===== src/rtl/seg_scan_decoder.sv =====
// rtl/seg_scan_decoder.sv - rebuilds the 4-digit hex value from a multiplexed 7-segment scan bus
// Optional watchdog (stale output) enabled by defining SEGSCAN_STALE_EN.
module seg_scan_decoder #(
    parameter int unsigned SETTLE_CYCLES  = 2,
    parameter int unsigned TIMEOUT_CYCLES = 4096
) (
    input  logic        clk,
    input  logic        reset,
    input  logic [3:0]  LED_pos,
    input  logic [7:0]  LED_display,
    output logic [15:0] value,
    output logic [3:0]  dp,
    output logic        frame_valid,
    output logic        value_changed,
    output logic        decode_err,
    output logic        stale
);

    typedef enum logic [1:0] {
        ST_IDLE   = 2'd0,
        ST_SETTLE = 2'd1,
        ST_HOLD   = 2'd2
    } state_t;

    localparam logic [8:0]  SETTLE_W  = 9'(SETTLE_CYCLES);
    localparam logic [31:0] TIMEOUT_W = 32'(TIMEOUT_CYCLES);

    // input stage (S) and its previous-cycle copy (P) for change detection
    logic [3:0]  pos_s_q, pos_s_d;
    logic [7:0]  disp_s_q, disp_s_d;
    logic [3:0]  pos_p_q, pos_p_d;
    logic [7:0]  disp_p_q, disp_p_d;

    state_t      state_q, state_d;
    logic [7:0]  cnt_q, cnt_d;

    logic [15:0] shadow_nib_q, shadow_nib_d;
    logic [3:0]  shadow_dp_q, shadow_dp_d;
    logic [3:0]  shadow_err_q, shadow_err_d;
    logic [3:0]  seen_q, seen_d;

    logic [15:0] value_q, value_d;
    logic [3:0]  dp_out_q, dp_out_d;
    logic        err_out_q, err_out_d;
    logic        fv_q, fv_d;
    logic        vc_q, vc_d;

    logic        sel_valid;
    logic [3:0]  sel_mask;
    logic        changed;
    logic [8:0]  cnt_inc;
    logic        capture;
    logic        commit;
    logic [3:0]  glyph_nib;
    logic        glyph_ok;
    logic [15:0] nib_m;
    logic [3:0]  dp_m;
    logic [3:0]  err_m;
    logic [3:0]  seen_m;

    always_comb begin
        pos_s_d  = LED_pos;
        disp_s_d = LED_display;
        pos_p_d  = pos_s_q;
        disp_p_d = disp_s_q;
    end

    always_comb begin
        sel_valid = 1'b0;
        sel_mask  = 4'b0000;
        case (pos_s_q)
            4'b1110: begin sel_valid = 1'b1; sel_mask = 4'b0001; end
            4'b1101: begin sel_valid = 1'b1; sel_mask = 4'b0010; end
            4'b1011: begin sel_valid = 1'b1; sel_mask = 4'b0100; end
            4'b0111: begin sel_valid = 1'b1; sel_mask = 4'b1000; end
            default: begin sel_valid = 1'b0; sel_mask = 4'b0000; end
        endcase
    end

    // segments are active-low on the bus; match the active-high {g..a} form
    always_comb begin
        glyph_ok  = 1'b1;
        glyph_nib = 4'h0;
        case (~disp_s_q[6:0])
            7'h3F: glyph_nib = 4'h0;
            7'h06: glyph_nib = 4'h1;
            7'h5B: glyph_nib = 4'h2;
            7'h4F: glyph_nib = 4'h3;
            7'h66: glyph_nib = 4'h4;
            7'h6D: glyph_nib = 4'h5;
            7'h7D: glyph_nib = 4'h6;
            7'h07: glyph_nib = 4'h7;
            7'h7F: glyph_nib = 4'h8;
            7'h6F: glyph_nib = 4'h9;
            7'h77: glyph_nib = 4'hA;
            7'h7C: glyph_nib = 4'hB;
            7'h39: glyph_nib = 4'hC;
            7'h5E: glyph_nib = 4'hD;
            7'h79: glyph_nib = 4'hE;
            7'h71: glyph_nib = 4'hF;
            default: begin
                glyph_nib = 4'h0;
                glyph_ok  = 1'b0;
            end
        endcase
    end

    always_comb begin
        state_d = state_q;
        cnt_d   = cnt_q;
        capture = 1'b0;
        changed = (pos_s_q != pos_p_q) || (disp_s_q != disp_p_q);
        cnt_inc = {1'b0, cnt_q} + 9'd1;
        if (!sel_valid) begin
            state_d = ST_IDLE;
            cnt_d   = 8'd0;
        end else begin
            case (state_q)
                ST_IDLE: begin
                    state_d = ST_SETTLE;
                    cnt_d   = 8'd0;
                end
                ST_SETTLE: begin
                    if (changed) begin
                        cnt_d = 8'd0;
                    end else begin
                        // saturate so a long dwell never wraps back into range
                        cnt_d = cnt_inc[8] ? cnt_q : cnt_inc[7:0];
                        if (cnt_inc == SETTLE_W) begin
                            capture = 1'b1;
                            state_d = ST_HOLD;
                        end
                    end
                end
                ST_HOLD: begin
                    if (changed) begin
                        state_d = ST_SETTLE;
                        cnt_d   = 8'd0;
                    end
                end
                default: begin
                    state_d = ST_IDLE;
                    cnt_d   = 8'd0;
                end
            endcase
        end
    end

    always_comb begin
        nib_m = shadow_nib_q;
        dp_m  = shadow_dp_q;
        err_m = shadow_err_q;
        for (int i = 0; i < 4; i++) begin
            if (sel_mask[i]) begin
                nib_m[4*i +: 4] = glyph_nib;
                dp_m[i]         = ~disp_s_q[7];
                err_m[i]        = ~glyph_ok;
            end
        end
        seen_m = seen_q | sel_mask;
    end

    always_comb begin
        shadow_nib_d = shadow_nib_q;
        shadow_dp_d  = shadow_dp_q;
        shadow_err_d = shadow_err_q;
        seen_d       = seen_q;
        value_d      = value_q;
        dp_out_d     = dp_out_q;
        err_out_d    = err_out_q;
        fv_d         = 1'b0;
        vc_d         = 1'b0;
        commit       = 1'b0;
        if (capture) begin
            shadow_nib_d = nib_m;
            shadow_dp_d  = dp_m;
            shadow_err_d = err_m;
            seen_d       = seen_m;
            if (seen_m == 4'b1111) begin
                commit       = 1'b1;
                value_d      = nib_m;
                dp_out_d     = dp_m;
                err_out_d    = |err_m;
                fv_d         = 1'b1;
                vc_d         = (nib_m != value_q);
                seen_d       = 4'b0000;
                shadow_err_d = 4'b0000;
            end
        end
    end

    always_ff @(posedge clk or posedge reset) begin
        if (reset) begin
            pos_s_q      <= 4'hF;
            disp_s_q     <= 8'hFF;
            pos_p_q      <= 4'hF;
            disp_p_q     <= 8'hFF;
            state_q      <= ST_IDLE;
            cnt_q        <= 8'd0;
            shadow_nib_q <= 16'h0000;
            shadow_dp_q  <= 4'h0;
            shadow_err_q <= 4'h0;
            seen_q       <= 4'h0;
            value_q      <= 16'h0000;
            dp_out_q     <= 4'h0;
            err_out_q    <= 1'b0;
            fv_q         <= 1'b0;
            vc_q         <= 1'b0;
        end else begin
            pos_s_q      <= pos_s_d;
            disp_s_q     <= disp_s_d;
            pos_p_q      <= pos_p_d;
            disp_p_q     <= disp_p_d;
            state_q      <= state_d;
            cnt_q        <= cnt_d;
            shadow_nib_q <= shadow_nib_d;
            shadow_dp_q  <= shadow_dp_d;
            shadow_err_q <= shadow_err_d;
            seen_q       <= seen_d;
            value_q      <= value_d;
            dp_out_q     <= dp_out_d;
            err_out_q    <= err_out_d;
            fv_q         <= fv_d;
            vc_q         <= vc_d;
        end
    end

`ifdef SEGSCAN_STALE_EN
    logic [31:0] wd_cnt_q, wd_cnt_d;
    logic        stale_q, stale_d;

    always_comb begin
        wd_cnt_d = wd_cnt_q;
        stale_d  = stale_q;
        if (commit) begin
            wd_cnt_d = 32'd0;
            stale_d  = 1'b0;
        end else begin
            if (wd_cnt_q != TIMEOUT_W) begin
                wd_cnt_d = wd_cnt_q + 32'd1;
            end
            stale_d = stale_q | (wd_cnt_d == TIMEOUT_W);
        end
    end

    always_ff @(posedge clk or posedge reset) begin
        if (reset) begin
            wd_cnt_q <= 32'd0;
            stale_q  <= 1'b0;
        end else begin
            wd_cnt_q <= wd_cnt_d;
            stale_q  <= stale_d;
        end
    end

    assign stale = stale_q;
`else
    logic unused_cfg;
    assign unused_cfg = commit ^ (^TIMEOUT_W);
    assign stale      = 1'b0;
`endif

    assign value         = value_q;
    assign dp            = dp_out_q;
    assign decode_err    = err_out_q;
    assign frame_valid   = fv_q;
    assign value_changed = vc_q;

endmodule

===== config.mk =====
export PLATFORM = sky130hd
export DESIGN_NAME = seg_scan_decoder
export DESIGN_NICKNAME = d
export VERILOG_FILES = /design/src/rtl/seg_scan_decoder.sv
export SDC_FILE = /design/constraint.sdc
export NUM_CORES = 1
export LEC_CHECK = 0
export BUFFER_PORTS_ARGS = -buffer_cell sky130_fd_sc_hd__buf_2
export CAP_MARGIN = 10
export CORE_AREA = 2 2 89 99
export DETAILED_ROUTE_END_ITERATION = 6
export DIE_AREA = 0 0 91 101
export GPL_TIMING_DRIVEN = 0
export PLACE_DENSITY = 0.75
export SLEW_MARGIN = 0
export SYNTH_ARGS = -nofsm -noshare
export SYNTH_HDL_FRONTEND = slang
export SYNTH_SLANG_ARGS = --single-unit

===== constraint.sdc =====
create_clock -name clk -period 2.2 [get_ports clk]
set_input_delay 0.11 -clock clk [delete_from_list [all_inputs] [get_ports clk]]
set_output_delay 0.11 -clock clk [all_outputs]
set_load 0.02 [all_outputs]

==> results.json, run 1 <==
{
  "die_h_um": 101,
  "yosysMostFrequentCell": "nand2_1",
  "final-max-slew-violation-count": 0,
  "track_usage_pct": 26.7,
  "synth_area_leader_cell": "dfrtp_1",
  "cp.arrival_ns": 2.79,
  "cts_sinks": 85,
  "wire_per_inst_um": 21.7,
  "synth_edf_count": 0,
  "violations": "negative setup slack",
  "yosys_most_used_dff": "dfrtp_1",
  "place_congestion": 0.965,
  "tightest_slew_ns": 0.736,
  "top_level_ports": 38,
  "first_pass_iters": 7,
  "vias": 4473,
  "max_freq_ghz": 0.396,
  "io_buffers": 36,
  "dp.final_hpwl_um": 7400,
  "slew_headroom_pct": 50.8,
  "syn2layout_area_growth_pct": 49.4,
  "n_antenna_cell": 0,
  "p_per_area_mw_per_mm2": 499,
  "end_kind": "flip-flop",
  "instances_no_fill": 705,
  "met2WireLength_um": 7450,
  "grt_pass1_wl_um": 19200,
  "die_area_mm2": 0.00919,
  "maxCapViolations": 0,
  "hold_violations": 0,
  "critPathKind": "flip-flop to flip-flop",
  "drc": 0,
  "setup_ws_ns": -0.326,
  "cts_buffers": 9,
  "synth_area_per_cell_um2": 9.26,
  "synth_area_leaders": "dfrtp_1, dfstp_2, o21ai_0, nand2_1, a21oi_1",
  "dp_cells": 617,
  "top_layer_used": "met4",
  "worstPathRequired_ns": 2.46,
  "worst_skew_pair.late_latency_ns": 0.38,
  "syn_inst": 468,
  "yosys.area.top_type_share_pct": 35.2,
  "fillers": 486,
  "finalWirelength_um": 15300,
  "fin_hold_ws_ns": 0.314,
  "clk_path_buf_depth": 2,
  "async_flop_share_pct": 100,
  "drt_iter0_drc": 667,
  "hp-class": "input pin to async pin",
  "cts_root_buffer": "clkbuf_8",
  "grt_overflow": 0,
  "htreeDepth": 3,
  "viasPerCell": 6.34,
  "startpoint": "disp_p_d[5]",
  "synth_common_cells": "nand2_1, dfrtp_1, o21ai_0",
  "initial_core_util_pct": 52.6,
  "die_w_um": 91,
  "clkSlewWorstSetupHoldPaths_ns": 0.09,
  "irDropWorstVdd_v": 0.000492,
  "critPathLaunchType": "flip-flop",
  "row_count": 35,
  "mappedNetlistNets": 484,
  "status": "complete, but fails checks",
  "coreArea_mm2": 0.00823,
  "ys_ff_latch": 85,
  "fin_skew_ns": 0.0134,
  "pre_cts_slack_ns": -0.393,
  "antenna_found_initial": 0,
  "grt_pass1_vias": 3890,
  "yosys_warnings": 0,
  "reg2reg_from": "disp_p_d[5]",
  "postRouteAntennaNets": 0,
  "grt_max_degree": 41,
  "cts_tree": "built",
  "ys_types": 57,
  "rsz0062_at_grt": "true",
  "p_leak_nw": 2.87,
  "min_period_ns": 2.53,
  "dr_wl_met3_um": 1240,
  "drive_gt1_share_pct": 47.1,
  "period_share_pct": 115,
  "met1_length_um": 5620,
  "crit_fanout": 5,
  "num-nets-final": 605,
  "yosysSeqAreaShare_pct": 49.8,
  "final-setup-viol-count": 59,
  "syn-cell-area_mm2": 0.00433
}
sequential cells by signal (all words and copies together) (netlist names):
register	count
cnt_q	8
decode_err	1
disp_p_d	8
disp_p_q	8
dp	4
frame_valid	1
pos_p_d	4
pos_p_q	4
seen_q	4
shadow_dp_q	4
shadow_err_q	4
shadow_nib_q	16
state_q	2
value	16
value_changed	1
stage by stage:
stage	utilization, %	TNS (ns)	total power, mW	cell area, µm²
floorplan	-	-0.0612	1.79	4340
global placement	56.6	-15.11	1.84	4660
detailed placement	57.2	-16.42	1.86	4710
CTS	67.3	-0.115	3.14	5540
global route	78.6	-13.71	3.30	6470
finish	78.6	-10.71	3.23	6470
placed cells by master (no fill, tap or decap), types with 6 or more instances in the layout:
master         count
a21oi_1           27
a21oi_2            8
and3_1             7
buf_12             6
buf_2             37
buf_4             44
buf_6             18
buf_8              9
clkbuf_16          7
clkbuf_8          11
dfrtp_1           61
dfstp_2           24
dlygate4sd3_1     13
inv_1              9
nand2_1           31
nand2_2           20
nand2_4           14
nand4_1            8
nor2_1            29
o21ai_0           11
o21ai_1           24
o21ai_2           27
o22ai_1           10
xnor2_1           14
xor2_1            10
where the power goes:
group	switching (mW)	total (mW)	internal (mW)
combinational	0.194	0.357	0.163
sequential	0.0198	1.62	1.60
clock	0.639	1.25	0.608
total	0.854	3.23	2.38
cell families (layout without fill, tap and decap cells):
logic type	Yosys count	in the layout	synth area share [%]
mux	2	2	0.462
buf+inv	41	166	4.68
fa+ha+maj	2	2	0.578
flops	85	85	49.8
compound gates	145	145	20.2
xor+xnor	26	26	5.26
simple gates	166	167	19.0
other cells	1	1	0.0866
layer usage:
layer | vias to the layer above | track usage [%]
li1 | 1913 | -
met1 | 2141 | 32.8
met2 | 308 | 46.1
met3 | 111 | 5.91
met4 | 0 | 10.5
met5 | - | 0
critical path, stage by stage, from the launching register on:
cell and delay [ns]:
dfstp_2 0.58, buf_6 0.14, buf_4 0.11, nor2b_4 0.19
nand4_1 0.18, nand3_2 0.17, nor2_1 0.09, clkbuf_8 0.17
a2111oi_4 0.26, o2111ai_1 0.16, o31a_1 0.35
final timing paths:
| path | endpoint | slack (ns) | depth (start not counted) |
|---|---|---|---|
| max | value_changed | -0.33 | 10 |
| min | value[4] | 0.31 | 3 |
| max reg2reg | value_changed | -0.33 | 10 |
| min reg2reg | disp_p_q[7] | 0.37 | 0 |
| max in group asynchronous | pos_p_q[2] | 1.08 | 5 |
| min in group clk | disp_p_q[7] | 0.37 | 0 |
timing repair:
action,CTS,global route
setup endpoints to repair,58,58
gates resized for setup,86,184
pin swaps,12,49
hold buffers,13,0
gates cloned,2,8
setup buffers,27,24
endpoints found under the hold margin,25,0
layout make-up:
| cell class | instances | area (µm²) | share of cell area [%] |
|---|---|---|---|
| Clock buffer | 11 | 153 | 2.36 |
| Timing Repair Buffer | 111 | 995 | 15.4 |
| Multi-Input combinational cell | 343 | 2590 | 40.0 |
| Buffer | 29 | 337 | 5.20 |
| Tap cell | 111 | 139 | 2.15 |
| Inverter | 10 | 41.3 | 0.638 |
| Clock inverter | 5 | 62.6 | 0.967 |
| Sequential cell | 85 | 2160 | 33.3 |
Note: power is estimated with default switching activity, not from simulation.
==> inputs of run 2 (changes only) <==
==> constraint.sdc (replaced) <==
create_clock -name clk -period 2.3 [get_ports clk]
set_input_delay 0.345 -clock clk [delete_from_list [all_inputs] [get_ports clk]]
set_output_delay 0.345 -clock clk [all_outputs]
set_load 0.02 [all_outputs]
==> run 2 against run 1 <==
  * The run still ends with negative setup slack left
  * Critical endpoint unchanged
  * Largest power group unchanged
  * Clock power fell by 4%
  * Die area did not move
  * Count of clock-buffer cells in the layout fell by 1
  * Sequential share of layout area rose by 5.2 points
  * Via count fell by 10%
  * Hold slack got worse by 0.25 ns
  * Register-to-register slack improved by 0.27 ns
  * Routed wire length fell by 24%
  * Total power fell by 6.0%
==> results.json, run 2 (same netlist as run 1, synthesis figures left out) <==
{
  "die_h_um": 101,
  "viasPerCell": 5.96,
  "status": "complete, but fails checks",
  "antenna_found_initial": 0,
  "die_area_mm2": 0.00919,
  "fin_setup_tns_ns": -0.0544,
  "design_area_mm2": 0.00559,
  "maxCapViolations": 0,
  "end_kind": "flip-flop",
  "irDropWorstVdd_v": 0.000350,
  "slew_headroom_pct": 37.4,
  "n_antenna_cell": 0,
  "holdBufCountCts": 0,
  "cts_buffers": 9,
  "hold_violations": 0,
  "syn2layout_area_growth_pct": 29.1,
  "fin_skew_ns": 0.0126,
  "max_freq_ghz": 0.425,
  "io_buffers": 36,
  "grt_pass1_wl_um": 17900,
  "worst_skew_pair.late_latency_ns": 0.37,
  "grt_pass1_vias": 3681,
  "row_count": 35,
  "grt_overflow": 0,
  "top_level_ports": 38,
  "clkSlewWorstSetupHoldPaths_ns": 0.09,
  "rsz0062_at_grt": "true",
  "coreArea_mm2": 0.00823,
  "cp.arrival_ns": 2.60,
  "final-max-slew-violation-count": 0,
  "vias": 4012,
  "drt_iter0_drc": 438,
  "cts_sinks": 85,
  "final-setup-viol-count": 1,
  "die_w_um": 91,
  "worstPathRequired_ns": 2.55,
  "crit_fanout": 7,
  "min_period_ns": 2.35,
  "cts_tree": "built",
  "p_leak_nw": 2.53,
  "layout_commonest_cell": "nand2_1",
  "initial_core_util_pct": 52.6,
  "period_share_pct": 102,
  "violations": "negative setup slack",
  "tightest_slew_ns": 0.936,
  "finalWirelength_um": 11600,
  "setup_ws_ns": -0.0544,
  "drc": 0,
  "critPathKind": "flip-flop to flip-flop",
  "drive_gt1_share_pct": 34.0,
  "place_area_mm2": 0.00467,
  "dp.final_hpwl_um": 7250,
  "postRouteAntennaNets": 0,
  "critPathLaunchType": "flip-flop",
  "final_cell_mix": "nand2_1, dfrtp_1, o21ai_0, buf_4, buf_2",
  "grt_max_degree": 44,
  "num-nets-final": 573,
  "first_pass_iters": 6,
  "wire_per_inst_um": 17.2,
  "track_usage_pct": 24.4,
  "clk_path_buf_depth": 2,
  "place_congestion": 0.904,
  "cts_root_buffer": "clkbuf_8",
  "p_per_area_mw_per_mm2": 542,
  "fin_hold_ws_ns": 0.0673,
  "fillers": 654,
  "htreeDepth": 3,
  "hp-class": "input pin to flip-flop"
}
==> run 2: cell type report <==
| type | instances | area, µm² | share of cell area [%] |
|---|---|---|---|
| flip-flops and latches | 85 | 2160 | 38.6 |
| clock buffers | 10 | 128 | 2.28 |
| inverters | 10 | 41.3 | 0.738 |
| clock inverters | 6 | 93.8 | 1.68 |
| plain buffers | 29 | 313 | 5.59 |
| repair buffers | 80 | 534 | 9.55 |
| multi-input cells | 342 | 2190 | 39.1 |
| well taps | 111 | 139 | 2.48 |
==> run 2: final timing paths <==
check	cells past startpoint	start	end	slack [ns]
min	1	LED_display[0]	disp_p_d[0]	0.07
max reg2reg	9	disp_p_d[2]	value_changed	-0.05
max in group asynchronous	3	reset	cnt_q[7]	1.41
min reg2reg	0	pos_p_d[3]	pos_p_q[3]	0.38
max	9	disp_p_d[2]	value_changed	-0.05
min in group asynchronous	2	reset	shadow_nib_q[4]	0.18
==> run 2: worst max-delay path: stages (launching register included) <==
cell,delay [ns]
dfstp_2,0.56
buf_6,0.12
and3b_1,0.17
a32o_2,0.22
a211oi_2,0.26
buf_4,0.22
nor2_1,0.07
a21oi_1,0.20
o2111ai_1,0.16
o31a_1,0.26
==> run 2: where the power goes <==
group	internal [mW]	switching, mW	leakage [nW]
sequential	1.53	0.0174	1.10
combinational	0.124	0.154	1.32
clock	0.622	0.582	0.107
==> run 2: metal layers <==
| layer | routed length, µm | up-vias | share of wire [%] | track usage [%] |
|---|---|---|---|---|
| li1 | - | 1841 | - | - |
| met1 | 4770 | 1929 | 41 | 32.0 |
| met2 | 5540 | 199 | 48 | 40.5 |
| met3 | 846 | 43 | 7.3 | 4.94 |
| met4 | 401 | 0 | 3.5 | 8.86 |
| met5 | 0 | - | 0 | 0 |
==> run 2: repair_timing <==
action / CTS / global route
setup endpoints to repair: 58 / 57
setup buffers: 17 / 24
pin swaps: 8 / 23
cloned: 0 / 2
resized for setup: 57 / 79
==> run 2: metrics by stage <==
stage	total power, mW	std cells	setup slack, ns	utilization [%]
after floorplan	1.71	468	0.00709	-
after global placement	1.76	615	-0.398	56.5
after detailed placement	1.77	616	-0.474	56.8
after CTS	2.98	647	-0.0316	63.1
after global routing	3.15	673	-0.137	67.9
final	3.03	673	-0.0544	67.9
